<file path="src/rtl/pdm_filter_ctrl.sv">
// rtl/pdm_filter_ctrl.sv - PDM clock/capture front end and CIC filter warm-up sequencer
//
// Purpose:
//   Divides clk_i down to the PDM microphone clock, captures one mic bit per
//   PDM period as a single-cycle strobe toward the decimating filter, enables
//   the filter, drops its first WARMUP_SAMPLES output samples and forwards the
//   settled samples downstream.
//
// Ports:
//   clk_i            in   system clock
//   rst_n_i          in   synchronous reset, active low
//   en_i             in   block enable, level-sensitive
//   pdm_data_i       in   PDM bit from microphone
//   pdm_clk_o        out  PDM clock to microphone
//   filt_en_o        out  filter enable
//   filt_data_o      out  captured PDM bit to filter
//   filt_valid_o     out  1-cycle strobe, filt_data_o valid
//   filt_out_data_i  in   filter output sample, signed
//   filt_out_valid_i in   filter output strobe
//   data_o           out  settled sample, signed
//   valid_o          out  1-cycle strobe for data_o
//   ready_o          out  high while the block is in RUN

module pdm_filter_ctrl #(
    parameter int CLK_DIV        = 4,
    parameter int WARMUP_SAMPLES = 4,
    parameter int DATA_BW        = 8
) (
    input  logic               clk_i,
    input  logic               rst_n_i,
    input  logic               en_i,
    input  logic               pdm_data_i,
    output logic               pdm_clk_o,
    output logic               filt_en_o,
    output logic               filt_data_o,
    output logic               filt_valid_o,
    input  logic [DATA_BW-1:0] filt_out_data_i,
    input  logic               filt_out_valid_i,
    output logic [DATA_BW-1:0] data_o,
    output logic               valid_o,
    output logic               ready_o
);

    localparam int DIV_W  = $clog2(CLK_DIV);
    localparam int WARM_W = $clog2(WARMUP_SAMPLES + 1);

    localparam logic [DIV_W-1:0]  DIV_LAST  = DIV_W'(CLK_DIV - 1);
    localparam logic [DIV_W-1:0]  DIV_HALF  = DIV_W'(CLK_DIV / 2);
    localparam logic [WARM_W-1:0] WARM_LAST = WARM_W'(WARMUP_SAMPLES - 1);
    localparam logic [WARM_W-1:0] WARM_FULL = WARM_W'(WARMUP_SAMPLES);

    typedef enum logic [1:0] {
        OFF    = 2'd0,
        WARMUP = 2'd1,
        RUN    = 2'd2
    } state_t;

    state_t             state;
    logic [DIV_W-1:0]   div_cnt;
    logic [WARM_W-1:0]  warm_cnt;

    always_ff @(posedge clk_i) begin
        // Reset and enable drop share one path so that neither can leave a
        // partial sample or a stale strobe behind.
        if (!rst_n_i || !en_i) begin
            state        <= OFF;
            div_cnt      <= '0;
            warm_cnt     <= '0;
            pdm_clk_o    <= 1'b0;
            filt_en_o    <= 1'b0;
            filt_data_o  <= 1'b0;
            filt_valid_o <= 1'b0;
            data_o       <= '0;
            valid_o      <= 1'b0;
            ready_o      <= 1'b0;
        end else begin
            filt_valid_o <= 1'b0;
            valid_o      <= 1'b0;
            case (state)
                OFF: begin
                    state <= WARMUP;
                end
                WARMUP, RUN: begin
                    div_cnt   <= (div_cnt == DIV_LAST) ? '0 : div_cnt + 1'b1;
                    pdm_clk_o <= (div_cnt < DIV_HALF);
                    filt_en_o <= 1'b1;
                    // Last cycle of the low phase: mic data has settled.
                    if (div_cnt == DIV_LAST) begin
                        filt_data_o  <= pdm_data_i;
                        filt_valid_o <= 1'b1;
                    end
                    if (state == WARMUP) begin
                        // The sample that completes warm-up is dropped too.
                        if (filt_out_valid_i) begin
                            if (warm_cnt == WARM_LAST) begin
                                warm_cnt <= WARM_FULL;
                                state    <= RUN;
                                ready_o  <= 1'b1;
                            end else begin
                                warm_cnt <= warm_cnt + 1'b1;
                            end
                        end
                    end else if (filt_out_valid_i) begin
                        data_o  <= filt_out_data_i;
                        valid_o <= 1'b1;
                    end
                end
                default: begin
                    state <= OFF;
                end
            endcase
        end
    end

endmodule

</file>
<file path="config.mk">
export PLATFORM = sky130hd
export DESIGN_NAME = pdm_filter_ctrl
export DESIGN_NICKNAME = d
export VERILOG_FILES = /design/src/rtl/pdm_filter_ctrl.sv
export SDC_FILE = /design/constraint.sdc
export NUM_CORES = 1
export LEC_CHECK = 0
export BUFFER_PORTS_ARGS = -buffer_cell sky130_fd_sc_hd__buf_2
export CORE_MARGIN = 8
export CORE_UTILIZATION = 30
export DETAILED_ROUTE_END_ITERATION = 10
export PLACE_DENSITY = 0.49
export SETUP_SLACK_MARGIN = 0.2
export SYNTH_ARGS = -nofsm -noshare
export SYNTH_HDL_FRONTEND = slang
export SYNTH_SLANG_ARGS = --single-unit
</file>
<file path="constraint.sdc">
create_clock -name clk_i -period 1.64 [get_ports clk_i]
set_input_delay 0.164 -clock clk_i [delete_from_list [all_inputs] [get_ports clk_i]]
set_output_delay 0.164 -clock clk_i [all_outputs]
set_load 0.05 [all_outputs]
</file>
==> impl_results.md, run 1 <==
* Root Buffer: clkbuf_4
* Layout area overhead at 30.1%
* Post-synth EDFFs at 0
* Post-synthesis cell count at 91
* GR Overflow Total at 0
* Peak Freq at 723 MHz
* Placed cell area at 1080 um^2
* Largest net degree at the start of global routing at 13
* Slew @ Worst Pin at 0.365 ns
* PnR worst setup slack at 0.256 ns
* WL per Instance at 12.3 um
* Hold buffers post-CTS at 0
* Vias per cell at 4.58
* Top cell type's share of synthesized area at 47.2%
* Site Rows at 19
* Worst VDD drop at 0.000651 V
* Slowest stage delay, CP at 0.40 ns
* CP max FO at 4
* FF+latch count, synth at 21
* Clk buf depth at 2
* Type of the worst setup path: reg -> reg
* Worst Path Arrival at 1.61 ns
* Cell with the most instances after synthesis: dfxtp_1
* Yosys Warn Count at 0
* CTS tree: built
* Slowest cell on crit path: dfxtp_4
* Dpl hpwl at 1490 um
* First-pass GRT wire length at 3350 um
* Placement Setup Slack at 0.183 ns
* Initial antenna violation count at 0
* MaxCap Viol Count at 0
* Biggest area consumer among synthesized cells: dfxtp_1
* Final Cell Area at 1160 um^2
* Worst Hold Class: in -> reg
* PwrDens at 818 nW/um^2
* Met3 Usage GRT at 3.39%
* CP bufs+invs at 1
* GPL Wtd Cong at 0.687
* # IOs at 27
* Depth of the worst hold-timing path at 3
* GR Util met1 at 9.45%
* Status: completed
* P_leak at 0.000549 uW
* Final hold vios at 0
* # diodes at 0
* Initial detailed-routing violation count at 28
* PortBufs at 26
* Via count at 700
* Worst Setup End Kind: flop
* FF-to-FF path depth at 5
* Dominant cells by area after synthesis: dfxtp_1, ha_1, mux2i_1, nor2_1, a21oi_1
* Final net count at 144
* CP Cell Sequence: inv_4 -> ha_4 -> or2b_1 -> a31o_1 -> a21oi_1
* Vias in the first global route at 740
* Starting Density at 32.0%
* Max-slew violation count at 0
* # clock sinks at 21
* Total core area at 2780 um^2
* DRC viols at 0
* Slew HR at 75.6%
* Final ANT Viol Nets at 0
* Post-synth net total at 112
* Crit start category: flop
* Fin crit share at 84.4%
* Total wire length at 1890 um
* GRT Total Usage at 7.99%
* Worst skew pair latency at 0.30 ns
* Critical Path RT at 1.87 ns
* Most frequent cells after synthesis: dfxtp_1, nor2_1, mux2i_1, ha_1, a21oi_1
* Post-layout min period at 1.38 ns
* Clock-pin transition on the worst setup and hold timing paths at 0.11 ns
* GRT Max-Usage Layer: met2
* Ys async rst share at 0%
* Clock skew at 0.00382 ns
* Cell area after synthesis at 891 um^2
* Avg Cell Area, Syn at 9.79 um^2
* H-tree depth at 1
* Die area at 4970 um^2
* GR met2 Demand/Resource at 12.9%
* Top FF cell, synth: dfxtp_1
* Family with the most delay on the worst path: flip-flops
* CTS Buf Count at 3
* CP Depth at 5
* Setup-failing EPs final at 0
* Die height at 70.5 um
* Worst hold-check slack at 0.0850 ns
* RSZ-0062 raised after global routing: yes
* Fin Setup TNS at 0 ns
* Layout cells sized above 1 at 36.9%
* Seq/Total Area, Yosys at 47.2%
* Pre-antenna DRT Iters at 3
* Die width at 70.5 um
* Netlist cell types at 24
state kept, by name (all words and copies together), names as in the netlist:
| register | flops |
|---|---|
| data_o | 8 |
| div_cnt | 2 |
| filt_data_o | 1 |
| filt_en_o | 1 |
| filt_valid_o | 1 |
| pdm_clk_o | 1 |
| ready_o | 1 |
| state | 2 |
| valid_o | 1 |
| warm_cnt | 3 |
metal layers:
layer  wire, um  share of wire (%)
met5          0                  0
met4         14               0.74
met3         87                4.6
met2        910                 48
met1        874                 46
what timing repair did:
item / in CTS / in global routing
setup buffers: 0 / 1
gates resized for setup: 3 / 10
endpoints found under the setup margin: 13 / 12
pin swaps: 0 / 3
hold endpoints to repair: 0 / 0
gates cloned: 0 / 0
path summary, 6_finish.rpt:
check | from | end | slack (ns)
worst min-delay path | filt_out_data_i[2] | data_o[2] | 0.09
worst max register to register | state[0] | state[0] | 0.26
worst min register to register | filt_data_o | filt_data_o | 0.47
worst max-delay path | state[0] | state[0] | 0.26
power by group:
part	total (uW)	switching [uW]	leakage, uW	internal (uW)
Combinational	173	93.7	0.000360	79.5
Clock	242	152	0.0000177	90.9
Sequential	532	9.67	0.000171	522
Total	947	255	0.000549	693
metrics by stage:
stage / instances / utilization [%] / total power [uW]
after floorplan: 91 / - / 651
after global placement: 148 / 38.7 / 696
after detailed placement: 148 / 38.7 / 699
after CTS: 152 / 40.2 / 955
after global routing: 153 / 41.7 / 1010
final: 153 / 41.7 / 947
worst min-delay path, delay by kind of cell:
family	cells	cell delay, ns
mux	1	0.05
simple gates	1	0.07
buf+inv	1	0.07
cells by family (layout without fill, tap and decap cells):
family	after synthesis	in the layout	synth area share [%]
flip-flops	21	21	47.2
AND/OR/NAND/NOR	34	34	19.4
adder cells (fa/ha/maj)	8	8	11.2
buffers and inverters	8	39	4.63
AO/OA/AOI/OAI	11	11	7.44
multiplexers	9	9	10.1
placed cells by master, fill, tap and decap left out, drive strengths merged:
| master | count |
|---|---|
| ha | 8 |
| a311oi | 1 |
| nor2 | 17 |
| a31o | 1 |
| clkbuf | 3 |
| a31oi | 1 |
| dfxtp | 21 |
| or3 | 1 |
| clkinv | 1 |
| nand4 | 1 |
| a211oi | 1 |
| nand2b | 2 |
| inv | 4 |
| nand2 | 5 |
| nor2b | 1 |
| and3 | 1 |
| nor3b | 1 |
| a21oi | 7 |
| or2b | 1 |
| nand3b | 2 |
| nand3 | 2 |
| mux2i | 9 |
| buf | 31 |
cell type report:
type	instances	area, um^2
Inverter	4	17.5
Multi-Input combinational cell	62	465
Fill cell	286	1620
Clock buffer	3	22.5
Tap cell	31	38.8
Sequential cell	21	425
Clock inverter	1	5.00
Timing Repair Buffer	31	184
(Power assumes the default switching activity.)
==> inputs of run 2 (changes only) <==
==> constraint.sdc (replaced) <==
create_clock -name clk_i -period 1.4 [get_ports clk_i]
set_input_delay 0.14 -clock clk_i [delete_from_list [all_inputs] [get_ports clk_i]]
set_output_delay 0.14 -clock clk_i [all_outputs]
set_load 0.05 [all_outputs]
==> run 2 against run 1 <==
Against the previous run:
- final area grew 10%
- clock power increased by 18%
- routed wire length rose by 6.8%
- largest cell class unchanged
- highest routed layer unchanged
==> impl_results.md, run 2 (synthesis gave the netlist of run 1 again) <==
* Site Rows at 19
* First-pass GRT wire length at 3350 um
* Status: completed
* Post-layout min period at 1.34 ns
* Type of the worst setup path: reg -> reg
* Worst Hold Class: in -> reg
* Final ANT Viol Nets at 0
* Critical Path RT at 1.62 ns
* Dpl hpwl at 1530 um
* Total power at 1150 uW
* Max-slew violation count at 0
* PortBufs at 26
* FF-to-FF setup slack at 0.06 ns
* Biggest register: data_o
* GPL Wtd Cong at 0.642
* Slew HR at 71.6%
* Worst Path Arrival at 1.56 ns
* MaxCap Viol Count at 0
* Family with the most delay on the worst path: flip-flops
* Fin crit share at 95.6%
* GR Overflow Total at 0
* Slew @ Worst Pin at 0.424 ns
* Clock skew at 0.00661 ns
* CP Cell Sequence: inv_2 -> ha_4 -> or2b_1 -> a31o_1 -> a21oi_1
* Commonest non-fill, non-tap cell in the layout: buf_2
* Total wire length at 2020 um
* Combinational share of power at 21.1%
* PwrDens at 900 nW/um^2
* Via count at 735
* Placement Setup Slack at 0.0558 ns
* RSZ-0062 raised after global routing: yes
* Final hold vios at 0
* CP max FO at 6
* Clk buf depth at 2
* H-tree depth at 1
* GRT Total Usage at 8.06%
* Pre-antenna DRT Iters at 4
* Root Buffer: clkbuf_4
* Placed cell area at 1110 um^2
* CTS Buf Count at 3
* CTS tree: built
* Slowest cell on crit path: dfxtp_4
* Peak Freq at 747 MHz
* Fillers at 281
* Vias per cell at 4.68
* Die height at 70.5 um
* Switching power total at 312 uW
* # IOs at 27
* Worst skew pair latency at 0.30 ns
* CP bufs+invs at 1
* WL per Instance at 12.8 um
* PnR worst setup slack at 0.0618 ns
* DRC viols at 0
* Final Cell Area at 1280 um^2
* Layout area overhead at 43.5%
* Starting Density at 32.0%
* Layout cells sized above 1 at 50.8%
* Worst hold-check slack at 0.0629 ns
* # clock sinks at 21
* Worst VDD drop at 0.000525 V
* Sw frac at 27.1%
* Die width at 70.5 um
* Flop pwr share at 54.0%
* Crit start category: flop
* Vias in the first global route at 777
* Regs by FF count: data_o: 8 flops, warm_cnt: 3 flops
* Clock-pin transition on the worst setup and hold timing paths at 0.11 ns
* Die area at 4970 um^2
* Largest net degree at the start of global routing at 12
* Setup-failing EPs final at 0
* Initial detailed-routing violation count at 12
* Fin Setup TNS at 0 ns
* Slowest stage delay, CP at 0.38 ns
* Cell Int Power at 838 uW
* Initial antenna violation count at 0
* Max FFs per register at 8
* Total core area at 2780 um^2
* Clock power frac at 24.9%
* Worst Setup End Kind: flop
* Final net count at 148
* Most frequent cells in the layout: buf_2, dfxtp_1, nor2_1
* P_leak at 0.000590 uW
* # diodes at 0
run 2: cell count changes in the layout (fill, tap and decap cells not counted), moves of 2 or more:
cell | before | now
ha_1 | 5 | 3
dfxtp_1 | 19 | 17
dfxtp_2 | 1 | 3
nand2_1 | 5 | 3
buf_4 | 3 | 6
a21oi_1 | 7 | 5
a21oi_2 | 0 | 2
run 2: worst paths after layout:
check                                        start          end  cells after the start
worst max-delay path                      state[0]     state[0]                      5
worst min-delay path            filt_out_data_i[5]    data_o[5]                      3
worst max register to register            state[0]     state[0]                      5
worst min register to register         filt_data_o  filt_data_o                      2
run 2: layer usage:
layer	track usage (%)	wire length [um]	up-vias
li1	-	-	378
met1	7.52	773	342
met2	14.9	1100	13
met3	2.97	131	2
met4	4.02	14	0
met5	0	0	-
run 2: final cells by class:
class	count	area (um^2)	area share (%)
clock buffer	4	26.3	2.05
inverter	4	20.0	1.57
multi-input combinational	62	548	42.9
sequential	21	428	33.5
tap	31	38.8	3.03
timing repair buffer	35	218	17.0
run 2: worst min-delay path: stages:
cell,delay [ns]
buf_2,0.07
mux2i_1,0.05
nor2_1,0.07
run 2: power groups by stage:
| stage | Sequential [uW] | Clock [uW] | Combinational, uW |
|---|---|---|---|
| floorplan | 660 | 0 | 112 |
| global placement | 634 | 0 | 194 |
| detailed placement | 635 | 0 | 196 |
| CTS | 621 | 299 | 208 |
| global route | 623 | 323 | 264 |
| finish | 621 | 286 | 243 |
run 2: through the flow:
stage,utilization (%),instances
global route,46.0,157
CTS,42.0,155
finish,46.0,157
global placement,39.9,149
floorplan,-,91
detailed placement,39.9,149
run 2: timing repair:
item                                    4_1_cts  5_1_grt
resized for setup                             5       23
setup buffers                                 2        2
endpoints found under the setup margin       16       19
hold buffers                                  0        0
pin swaps                                     2        4
==> inputs of run 3 (changes only) <==
--- a/config.mk
+++ b/config.mk
@@ -9,6 +9,7 @@
 export CORE_MARGIN = 8
 export CORE_UTILIZATION = 30
 export DETAILED_ROUTE_END_ITERATION = 10
+export HOLD_SLACK_MARGIN = 0.06
 export PLACE_DENSITY = 0.49
 export SETUP_SLACK_MARGIN = 0.2
 export SYNTH_ARGS = -nofsm -noshare
==> constraint.sdc (replaced) <==
create_clock -name clk_i -period 1.4 [get_ports clk_i]
set_input_delay 0.35 -clock clk_i [delete_from_list [all_inputs] [get_ports clk_i]]
set_output_delay 0.35 -clock clk_i [all_outputs]
set_load 0.05 [all_outputs]
==> run 3 against run 2 <==
Against the previous run:
- first-iteration DRC count up 8.3%
- cell count down 1.3%
- highest routed layer unchanged
- critical path type unchanged
- maximum frequency down 0.40%
==> impl_results.md, run 3 (synthesis gave the netlist of run 1 again) <==
* Site Rows at 19
* Starting Density at 32.0%
* Clock-pin transition on the worst setup and hold timing paths at 0.13 ns
* Type of the worst setup path: reg -> reg
* Die width at 70.5 um
* Pre-antenna DRT Iters at 3
* Regs by FF count: data_o: 8 flops, warm_cnt: 3 flops
* GR Overflow Total at 0
* Biggest register: data_o
* Layout cells sized above 1 at 58.9%
* Final ANT Viol Nets at 0
* Status: completed
* Clock skew at 0.00652 ns
* Slew HR at 85.6%
* Critical Path RT at 1.64 ns
* # clock sinks at 21
* Peak Freq at 744 MHz
* CTS tree: built
* Worst Path Arrival at 1.58 ns
* GRT Total Usage at 8.00%
* Post-layout min period at 1.34 ns
* Fillers at 266
* Max-slew violation count at 0
* Worst Setup End Kind: flop
* Most frequent cells in the layout: dfxtp_2, nor2_1, buf_2
* Clk buf depth at 2
* Crit start category: flop
* Util after Layout at 48.0%
* Fin Setup TNS at 0 ns
* Met1 WL at 764 um
* # diodes at 0
* Worst VDD drop at 0.000625 V
* WL per Instance at 12.7 um
* Initial detailed-routing violation count at 13
* Max FFs per register at 8
* P_leak at 0.000584 uW
* Worst Hold Class: in -> reg
* Total wire length at 1960 um
* Depth of the worst hold-timing path at 3
* Final net count at 146
* RSZ-0062 raised after global routing: yes
* PortBufs at 26
* Slew @ Worst Pin at 0.214 ns
* FF-to-FF path depth at 5
* CP max FO at 6
* DRC viols at 0
* PwrDens at 862 nW/um^2
* # IOs at 27
* Worst skew pair latency at 0.30 ns
* CTS Buf Count at 3
* Layout area overhead at 49.9%
* Die area at 4970 um^2
* H-tree depth at 1
* Met2 WL at 1050 um
* Via count at 726
* Final hold vios at 0
* First-pass GRT wire length at 3360 um
* Vias per cell at 4.68
* Commonest non-fill, non-tap cell in the layout: dfxtp_2
* Fin crit share at 96.0%
* Max layer used: met4
* Setup-failing EPs final at 0
* Dpl hpwl at 1430 um
* Die height at 70.5 um
* MaxCap Viol Count at 0
* Root Buffer: clkbuf_4
* Total core area at 2780 um^2
* Initial antenna violation count at 0
* Largest net degree at the start of global routing at 22
* WL met3 at 127 um
* GPL Wtd Cong at 0.735
* Vias in the first global route at 775
==> run 3: final timing paths <==
| kind | start | to | slack [ns] |
|---|---|---|---|
| min | filt_out_data_i[5] | data_o[5] | 0.28 |
| min reg2reg | warm_cnt[1] | warm_cnt[1] | 0.47 |
| max reg2reg | state[1] | state[0] | 0.06 |
| max | state[1] | state[0] | 0.06 |
==> run 3: per-layer routing <==
layer | vias to the layer above | global-route usage, %
li1 | 371 | -
met1 | 340 | 7.76
met2 | 13 | 14.8
met3 | 2 | 3.67
met4 | 0 | 2.01
met5 | - | 0
==> run 3: area by class of cell <==
cell class / instances / area (um^2) / area share (%)
inverters: 4 / 15.0 / 1.12
clock inverters: 1 / 5.00 / 0.375
clock buffers: 3 / 22.5 / 1.69
well taps: 31 / 38.8 / 2.91
flip-flops and latches: 21 / 443 / 33.2
multi-input cells: 62 / 494 / 37.0
repair buffers: 33 / 317 / 23.7
==> run 3: where the power goes <==
part	total, uW	leakage, uW	internal, uW	switching [uW]
clock	295	0.0000177	106	189
sequential	625	0.000179	613	12.1
combinational	230	0.000388	116	115
total	1150	0.000584	835	315
==> run 3: stage by stage <==
stage | setup slack [ns] | instances | total power (uW) | hold WS, ns | cell area (um^2)
2_1_floorplan | 0.0851 | 91 | 772 | 0.438 | 920
4_1_cts | 0.0696 | 154 | 1140 | 0.266 | 1240
3_3_place_gp | 0.0720 | 146 | 818 | 0.444 | 1090
5_1_grt | -0.00934 | 155 | 1220 | 0.253 | 1340
3_5_place_dp | 0.0390 | 146 | 821 | 0.447 | 1090
6_report | 0.0565 | 155 | 1150 | 0.276 | 1340
==> run 3: critical path, stage by stage, from the launching register on <==
cell	delay (ns)
dfxtp_2	0.36
inv_2	0.06
ha_4	0.31
or2b_1	0.26
a31o_1	0.18
a21oi_1	0.12
==> run 3: what timing repair did <==
action,CTS,global route
gates resized for setup,35,32
endpoints found under the setup margin,29,32
hold buffers,0,0
pin swaps,3,4
setup buffers,4,1
